File: config.mk
export PLATFORM = sky130hd
export DESIGN_NAME = tapa_ctrl_fsm_n
export DESIGN_NICKNAME = d
export VERILOG_FILES = /design/src/rtl/tapa_ctrl_fsm_n.sv
export SDC_FILE = /design/constraint.sdc
export NUM_CORES = 1
export LEC_CHECK = 0
export ABC_AREA = 1
export BUFFER_PORTS_ARGS = -buffer_cell sky130_fd_sc_hd__buf_2
export CORE_ASPECT_RATIO = 1.4
export CORE_MARGIN = 3
export CORE_UTILIZATION = 56
export CTS_BUF_LIST = sky130_fd_sc_hd__clkbuf_2 sky130_fd_sc_hd__clkbuf_4 sky130_fd_sc_hd__clkbuf_8
export DETAILED_ROUTE_END_ITERATION = 10
export PLACE_DENSITY = 0.82
export RECOVER_POWER = 25
export SLEW_MARGIN = 20
export SYNTH_ARGS = -nofsm -noshare
export SYNTH_HDL_FRONTEND = slang
export SYNTH_SLANG_ARGS = --single-unit
File: constraint.sdc
create_clock -name ap_clk -period 1.55 [get_ports ap_clk]
set_clock_uncertainty 0.05 [all_clocks]
set_input_delay 0.2325 -clock ap_clk [delete_from_list [all_inputs] [get_ports ap_clk]]
set_output_delay 0.2325 -clock ap_clk [all_outputs]
set_load 0.01 [all_outputs]
File: src/rtl/tapa_ctrl_fsm_n.sv
// tapa_ctrl_fsm_n
//
// Top-level task controller for a TAPA-style kernel. A single kernel-level
// ap_start is fanned out to NUM_TASKS child tasks. Each child has its own
// small FSM that tracks its ready/done handshake. The kernel-level FSM
// reports ap_done/ap_ready/ap_idle once every child has finished.
//
// Detached tasks (DETACH_MASK bit set) are started on every run. They count
// as finished as soon as they accept the start; their ap_done is never
// awaited.
//
// With CHAIN=1 the kernel follows ap_ctrl_chain: ap_done is held until
// ap_continue. With CHAIN=0 ap_continue is ignored.
//
// Handshake semantics: task_ap_start[i] is a request that stays asserted
// until the cycle task_ap_ready[i] is sampled high. task_ap_done[i] is only
// meaningful while that task's start has been accepted and its done is
// still outstanding; otherwise it is ignored. ap_start is only accepted
// while the kernel is idle.
//
// Ports
//   ap_clk         kernel clock
//   ap_rst_n       asynchronous active-low reset
//   ap_start       kernel start request
//   ap_continue    chain-mode acknowledge of ap_done
//   ap_ready       one-cycle pulse on the first cycle of DONE
//   ap_done        high while the kernel FSM is in DONE
//   ap_idle        high while the kernel FSM is in IDLE
//   task_ap_start  per-task start request
//   task_ap_ready  per-task start acknowledge
//   task_ap_done   per-task completion
//   task_ap_idle   per-task idle (kept for port compatibility only)
//   run_count      completed runs since reset, wraps modulo 2^CNT_W

module tapa_ctrl_fsm_n #(
    parameter int                   NUM_TASKS   = 4,
    parameter logic [NUM_TASKS-1:0] DETACH_MASK = '0,
    parameter int                   CHAIN       = 0,
    parameter int                   CNT_W       = 32
) (
    input  logic                 ap_clk,
    input  logic                 ap_rst_n,
    input  logic                 ap_start,
    input  logic                 ap_continue,
    output logic                 ap_ready,
    output logic                 ap_done,
    output logic                 ap_idle,
    output logic [NUM_TASKS-1:0] task_ap_start,
    input  logic [NUM_TASKS-1:0] task_ap_ready,
    input  logic [NUM_TASKS-1:0] task_ap_done,
    input  logic [NUM_TASKS-1:0] task_ap_idle,
    output logic [CNT_W-1:0]     run_count
);

    typedef enum logic [1:0] {
        S_IDLE = 2'b00,
        S_RUN  = 2'b01,
        S_DONE = 2'b10,
        S_BAD  = 2'b11
    } state_t;

    typedef enum logic [1:0] {
        T_IDLE  = 2'b00,
        T_START = 2'b01,
        T_DONE  = 2'b10,
        T_WAIT  = 2'b11
    } t_state_t;

    state_t     state_q, state_d;
    t_state_t   t_q [NUM_TASKS];
    t_state_t   t_d [NUM_TASKS];
    logic       ready_q, ready_d;
    logic [CNT_W-1:0] run_q;

    logic       start_g;
    logic       rel_g;
    logic       all_done;

    // task_ap_idle carries no function; reduce it into a sink so the port
    // stays connected without leaving a dangling input.
    logic       unused_task_idle;
    assign unused_task_idle = &task_ap_idle;

    assign start_g = (state_q == S_IDLE) && ap_start;
    assign rel_g   = (state_q == S_DONE) && ((CHAIN == 0) || ap_continue);

    // Completion is taken from the registered task states, so the kernel
    // enters DONE one cycle after the last task reaches T_DONE.
    always_comb begin
        all_done = 1'b1;
        for (int i = 0; i < NUM_TASKS; i++) begin
            if (t_q[i] != T_DONE) begin
                all_done = 1'b0;
            end
        end
    end

    // Kernel-level next state
    always_comb begin
        state_d = state_q;
        ready_d = 1'b0;
        case (state_q)
            S_IDLE: begin
                if (ap_start) begin
                    state_d = S_RUN;
                end
            end
            S_RUN: begin
                if (all_done) begin
                    state_d = S_DONE;
                    ready_d = 1'b1;
                end
            end
            S_DONE: begin
                if (rel_g) begin
                    state_d = S_IDLE;
                end
            end
            default: state_d = S_IDLE;
        endcase
    end

    // Per-task next state
    always_comb begin
        for (int i = 0; i < NUM_TASKS; i++) begin
            t_d[i] = t_q[i];
            case (t_q[i])
                T_IDLE: begin
                    if (start_g) begin
                        t_d[i] = T_START;
                    end
                end
                T_START: begin
                    if (task_ap_ready[i]) begin
                        if (DETACH_MASK[i] || task_ap_done[i]) begin
                            t_d[i] = T_DONE;
                        end else begin
                            t_d[i] = T_WAIT;
                        end
                    end
                end
                T_WAIT: begin
                    if (task_ap_done[i]) begin
                        t_d[i] = T_DONE;
                    end
                end
                T_DONE: begin
                    if (rel_g) begin
                        t_d[i] = T_IDLE;
                    end
                end
                default: t_d[i] = T_IDLE;
            endcase
            // Recovering from the illegal kernel encoding also clears the
            // tasks so the next run starts from a clean slate.
            if (state_q == S_BAD) begin
                t_d[i] = T_IDLE;
            end
        end
    end

    always_ff @(posedge ap_clk or negedge ap_rst_n) begin
        if (!ap_rst_n) begin
            state_q <= S_IDLE;
            ready_q <= 1'b0;
            run_q   <= '0;
            for (int i = 0; i < NUM_TASKS; i++) begin
                t_q[i] <= T_IDLE;
            end
        end else begin
            state_q <= state_d;
            ready_q <= ready_d;
            if (rel_g) begin
                run_q <= run_q + CNT_W'(1);
            end
            for (int i = 0; i < NUM_TASKS; i++) begin
                t_q[i] <= t_d[i];
            end
        end
    end

    // Outputs are decoded from state only, so a reset drops them at once.
    always_comb begin
        for (int i = 0; i < NUM_TASKS; i++) begin
            task_ap_start[i] = (t_q[i] == T_START);
        end
    end

    assign ap_idle   = (state_q == S_IDLE);
    assign ap_done   = (state_q == S_DONE);
    assign ap_ready  = ready_q && (state_q == S_DONE);
    assign run_count = run_q;

endmodule

==> results of run 1 <==
==> state kept, by name (all words and copies together) (netlist names) <==
register,cells
ready_q,1
state_q,2
t_q,8
run_count,32
==> per-stage QoR <==
stage	util, %	TNS [ns]	hold WS [ns]	worst slack, ns	area [µm²]
floorplan	-	0	-0.113	0.0737	2430
detailed placement	68.1	0	0.181	0.0266	2760
finish	74.7	0	0.139	0.0360	3030
global placement	68.1	0	0.176	0.0627	2760
CTS	71.3	0	0.120	0.0110	2890
global route	74.7	-0.192	0.145	-0.0507	3030
==> cell type report <==
class | instances | share of cell area, %
Inverter | 53 | 6.65
Multi-Input combinational cell | 216 | 39.3
Tap cell | 43 | 1.78
Clock buffer | 6 | 2.73
Clock inverter | 2 | 1.16
Timing Repair Buffer | 66 | 12.8
Sequential cell | 43 | 35.6
==> power by group through the flow <==
stage | logic, W | clock network (W) | registers [W]
floorplan | 0.000000364 | 0 | 0.00114
global placement | 0.0000426 | 0 | 0.00114
detailed placement | 0.0000431 | 0 | 0.00114
CTS | 0.0000447 | 0.000929 | 0.00112
global route | 0.0000457 | 0.000990 | 0.00112
finish | 0.0000384 | 0.000915 | 0.00112
==> metal layers <==
layer,track usage [%],vias to the layer above,wire [µm]
met5,0,-,0
met4,9.46,0,144
li1,-,1123,-
met3,4.95,14,253
met2,36.9,51,2940
met1,29.1,1085,2330
==> worst max-delay path, delay by kind of cell, from the launching register on <==
family,cells,cell delay [ns]
xor+xnor,1,0.14
simple gates,4,0.55
buf+inv,2,0.29
flops,1,0.43
==> cells in the mapped netlist (2+ instances only) <==
master | count | area share (%)
nand2_1 | 83 | 13
nand2_2 | 2 | 0.51
nor3_1 | 9 | 1.9
nand3b_1 | 2 | 0.62
inv_1 | 52 | 8.0
nand4_1 | 11 | 2.8
nor2_1 | 27 | 4.2
xor2_1 | 10 | 3.6
nor2_2 | 2 | 0.51
nand3_1 | 29 | 6.0
nor2_4 | 7 | 3.2
nand3_2 | 4 | 1.6
dfrtp_1 | 43 | 44
xnor2_1 | 12 | 4.3
o21ai_0 | 9 | 1.9
o22ai_1 | 3 | 0.77
==> cells by family after synthesis <==
family          count (synthesis)  share of synthesized area, %
xor+xnor                       22                          7.92
fa+ha+maj                       1                         0.514
flops                          43                          44.2
buf+inv                        55                          8.79
compound gates                 13                          2.83
simple gates                  179                          35.7
==> final timing paths <==
| path | to | cells after the start |
|---|---|---|
| max | run_count[18] | 7 |
| min | state_q[0] | 3 |
| max reg2reg | run_count[18] | 7 |
| min reg2reg | run_count[2] | 1 |
| max in group asynchronous | state_q[1] | 3 |
| min in group asynchronous | run_count[23] | 3 |
==> what timing repair did <==
| action | CTS | global route |
|---|---|---|
| setup buffers | 0 | 12 |
| gates resized for setup | 2 | 11 |
| cloned | 0 | 1 |
| hold buffers | 1 | 0 |
| endpoints found under the hold margin | 43 | 0 |
| pin swaps | 0 | 4 |
| endpoints found under the setup margin | 1 | 17 |
==> metrics, run 1 <==
die width 61.7 µm; Avg Cell Area, Syn 7.78 µm²; dpl hpwl 3960 µm; Mapped Area 0.00243 mm²; dpl cells 407; fin crit period 1.51 ns; normalized max-slew margin 61.0%; Critical Path Source state_q[0]; vias in the first global route 2085; CORE AREA 0.00405 mm²; R2R Setup Slk 0.04 ns; detailed-route vias per instance 5.30; commonest non-fill, non-tap cell in the layout nand2_1; flops & latches, synth 43; Max FO, Critical Path 7; Fillers 314; DRT iter0 DRCs 176; Post-synth EDFFs 0; Seq. cell area 0.00108 mm²; Worst path most repeated cell nor2_4; CP max-delay cell dfrtp_1; critical path class flop to flop; sequential share of power 54.0%; DRT Wirelength 5670 µm; switching part of the total power 20.2%; Power Total 0.00207 W; HP Start ap_start; Boundary Pins 55; fin cells 429; DRC viols 0; post-route clock period utilization 97.7%; DIE HEIGHT 84 µm; critical path endpoint category flop; H-tree depth 2; CTS tree yes; Worst-Margin Slew 0.586 ns; Routed Antenna Nets 0; Min-Delay Path Class input pin to flop; largest net degree at the start of global routing 44; most frequent cells in the layout nand2_1 (81), inv_1 (51), buf_2 (49); unique cell type count in the Yosys netlist 24; Most used DFF post-synth dfrtp_1; pwr dens 685 mW/mm²; Mapped Cells 313; Initial Utilization 60.0%; WL per Instance 13.2 µm; maxcap violations 0; Clock Tree Buf Depth 2; die area 0.00518 mm²; global-route wire length before repair 9160 µm; Pleak 1.66 nW; combinational fraction of design power 1.9%; fin. max-slew vios 0; Clock Latency Late Sink 0.30 ns; Port Buf Inserts 49; Cell Rows 27; total internal power 0.00165 W; vias 2273; peak supply drop 0.570 mV; RD Place Congestion 0.883; RSZ-0062 raised after global routing true; Critical Path, Cell by Cell inv_4 -> nand2_8 -> nor2_4 -> nand3_2 -> nor2_4 -> buf_4 -> xor2_1; Antenna diodes 0; GRT Total Usage 23.0%; nature of the critical path startpoint flop; antenna violations before repair 0; Synth Warn # 0; combined area of the multi-input logic cells 0.00119 mm²; Root Driver clkbuf_8; post-synthesis sequential area ratio 44.2%; R2R Path Start state_q[0]; Max stage delay on crit path 0.43 ns; Synthesized Nets 330; Final nets 402; clock share of power 44.1%; Layout area overhead 24.5%; Num CTS Buffers 5; status completed; crit path DAT 1.69 ns; sw power 0.000420 W; Fmax 660 MHz; share of layout cells above drive strength 1 26.7%; clk slew on worst S/H paths 0.08 ns; Async S/R FF share, synth 100%; GRT overflow 0; Critical Path RT 1.73 ns; final setup violating endpoints 0; Fin. Hold Viols 0; number of detailed-route iterations in the first pass 4; total clock sinks 43
(Power assumes the default switching activity.)
==> run 2: changes to the inputs <==
- ABC_AREA: 1 -> default
- CORE_UTILIZATION: 56 -> 54
- CTS_CLUSTER_DIAMETER: default -> 40
- PLACE_DENSITY: 0.82 -> 0.81
- clock period: 1.55 -> 1.7 ns (I/O delays scaled with it)
==> run 2 against run 1 <==
Effect of this change: critical path type unchanged; count of clock-buffer cells in the layout did not move; sequential share of layout area grew 5.0 points; register-to-register slack worse by 0.03 ns.
==> metrics, run 2 <==
status completed; Post-synth EDFFs 0; Initial Utilization 56.5%; combined area of the multi-input logic cells 0.00104 mm²; Fin. Hold Viols 0; WHS 0.190 ns; die area 0.00468 mm²; DRT iter0 DRCs 92; Fillers 306; Most used DFF post-synth dfrtp_1; GRT overflow 0; fin. max-slew vios 0; number of detailed-route iterations in the first pass 4; Cell Rows 26; CORE AREA 0.00371 mm²; Layout area overhead 26.3%; Root Driver clkbuf_8; biggest area consumer among synthesized cells dfrtp_1; unique cell type count in the Yosys netlist 37; WL per Instance 15.0 µm; vias in the first global route 1608; normalized max-slew margin 31.7%; largest net degree at the start of global routing 26; final setup violating endpoints 0; Synth Warn # 0; peak supply drop 0.827 mV; Synth top area share 51.3%; Boundary Pins 55; Seq. cell area 0.00108 mm²; share of layout cells above drive strength 1 35.4%; Critical Path RT 1.86 ns; pwr dens 916 mW/mm²; most frequent cells in the layout buf_2 (48), dfrtp_1 (43), xor2_1 (19); final setup margin 0.00917 ns; commonest non-fill, non-tap cell in the layout buf_2; Mapped Cells 186; Clock Latency Late Sink 0.29 ns; total clock sinks 43; R2R Setup Slk 0.009 ns; dpl hpwl 3200 µm; detailed-route vias per instance 5.57; top cells by area, synth dfrtp_1 (51%), xor2_1 (7.9%), xnor2_1 (5.0%); nature of the critical path startpoint flop; Mapped Area 0.00210 mm²; number of flip-flops in the largest register 32; Routed Antenna Nets 0; maxcap violations 0; CTS tree yes; Synthesized Nets 203; RD Place Congestion 0.779; post-synthesis sequential area ratio 51.3%; Port Buf Inserts 49; Clock Tree Buf Depth 2; Num CTS Buffers 5; RSZ-0062 raised after global routing true; Min-Delay Path Class input pin to flop; Async S/R FF share, synth 100%; H-tree depth 2; post-route clock period utilization 99.5%; commonest cells in the netlist dfrtp_1 (43), xor2_1 (19), nand2_1 (16), xnor2_1 (12), a21oi_1 (8); DRC viols 0; DRT Wirelength 4440 µm; Pleak 1.42 nW; dpl ws 0.0120 ns; GRT Total Usage 19.6%; Fmax 591 MHz; die width 58.7 µm; most common cell in the netlist dfrtp_1; Final nets 271; DIE HEIGHT 79.7 µm; flops & latches, synth 43; crit path DAT 1.85 ns; antenna violations before repair 0; critical path endpoint category flop; setup TNS 0 ns; Antenna diodes 0; global-route wire length before repair 7150 µm; Max FO, Critical Path 8; vias 1650; Worst-Margin Slew 1.02 ns; fin crit period 1.69 ns; clk slew on worst S/H paths 0.08 ns; Avg Cell Area, Syn 11.3 µm²; critical path class flop to flop
-- run 2: cell count changes after synthesis, sizes merged, moves of 5 or more --
cell and delta:
a21oi +7, and2 +5, and3 +5, inv -49, nand2 -70, nand2b +5, nand3 -24, nand4 -6
nor2 -31, nor2b +5, nor4 +8, o21ai -5, xor2 +9
-- run 2: report_power, final --
group | total [W] | leakage [nW] | switching [W] | internal, W
clock | 0.000639 | 0.0470 | 0.000321 | 0.000319
combinational | 0.000492 | 0.787 | 0.000240 | 0.000252
sequential | 0.00130 | 0.583 | 0.000147 | 0.00115
-- run 2: critical path: stages (launching register included) --
cell	delay (ns)
dfrtp_1	0.39
ha_1	0.19
and4b_2	0.29
nand3_4	0.15
nor4_2	0.35
xor2_1	0.18
-- run 2: what timing repair did --
item,in CTS,in global routing
hold buffers,1,0
resized for setup,2,9
hold endpoints to repair,18,0
pin swaps,0,1
buffers inserted,0,5
endpoints found under the setup margin,3,15
-- run 2: layout make-up --
type	count	share of cell area [%]
flip-flops and latches	43	40.6
well taps	42	1.98
clock inverters	1	0.189
multi-input cells	134	39.2
repair buffers	66	14.3
clock buffers	6	3.12
inverters	4	0.567
-- run 2: cell families after synthesis --
kind of cell | share of synthesized area [%]
and+or+nand+nor | 26.6
DFF | 51.3
xor gates and xnor gates | 12.9
AOI/OAI and AO/OA | 5.85
buffers and inverters | 2.21
muxes | 0.537
adders and majority gates | 0.597
-- run 2: routing by layer --
layer | track usage, % | share of wire [%]
met5 | 0 | 0
met4 | 4.76 | 1.0
met3 | 4.85 | 4.6
met2 | 35.1 | 55
met1 | 23.1 | 39
-- run 2: worst paths after layout --
kind | startpoint | to | cells after the start
min in group asynchronous | ap_rst_n | t_q[7] | 2
worst max-delay path | run_count[0] | run_count[28] | 5
max in group asynchronous | ap_rst_n | run_count[28] | 3
worst max register to register | run_count[0] | run_count[28] | 5
worst min-delay path | task_ap_ready[0] | t_q[7] | 3
worst min register to register | run_count[31] | run_count[31] | 1
-- run 2: stage by stage --
stage / power, W / cells / area [µm²] / util (%)
final: 0.00243 / 296 / 2650 / 71.4
after global routing: 0.00257 / 296 / 2650 / 71.4
after global placement: 0.00177 / 283 / 2460 / 66.3
after CTS: 0.00243 / 291 / 2570 / 69.3
after floorplan: 0.00160 / 186 / 2100 / -
after detailed placement: 0.00179 / 283 / 2460 / 66.3
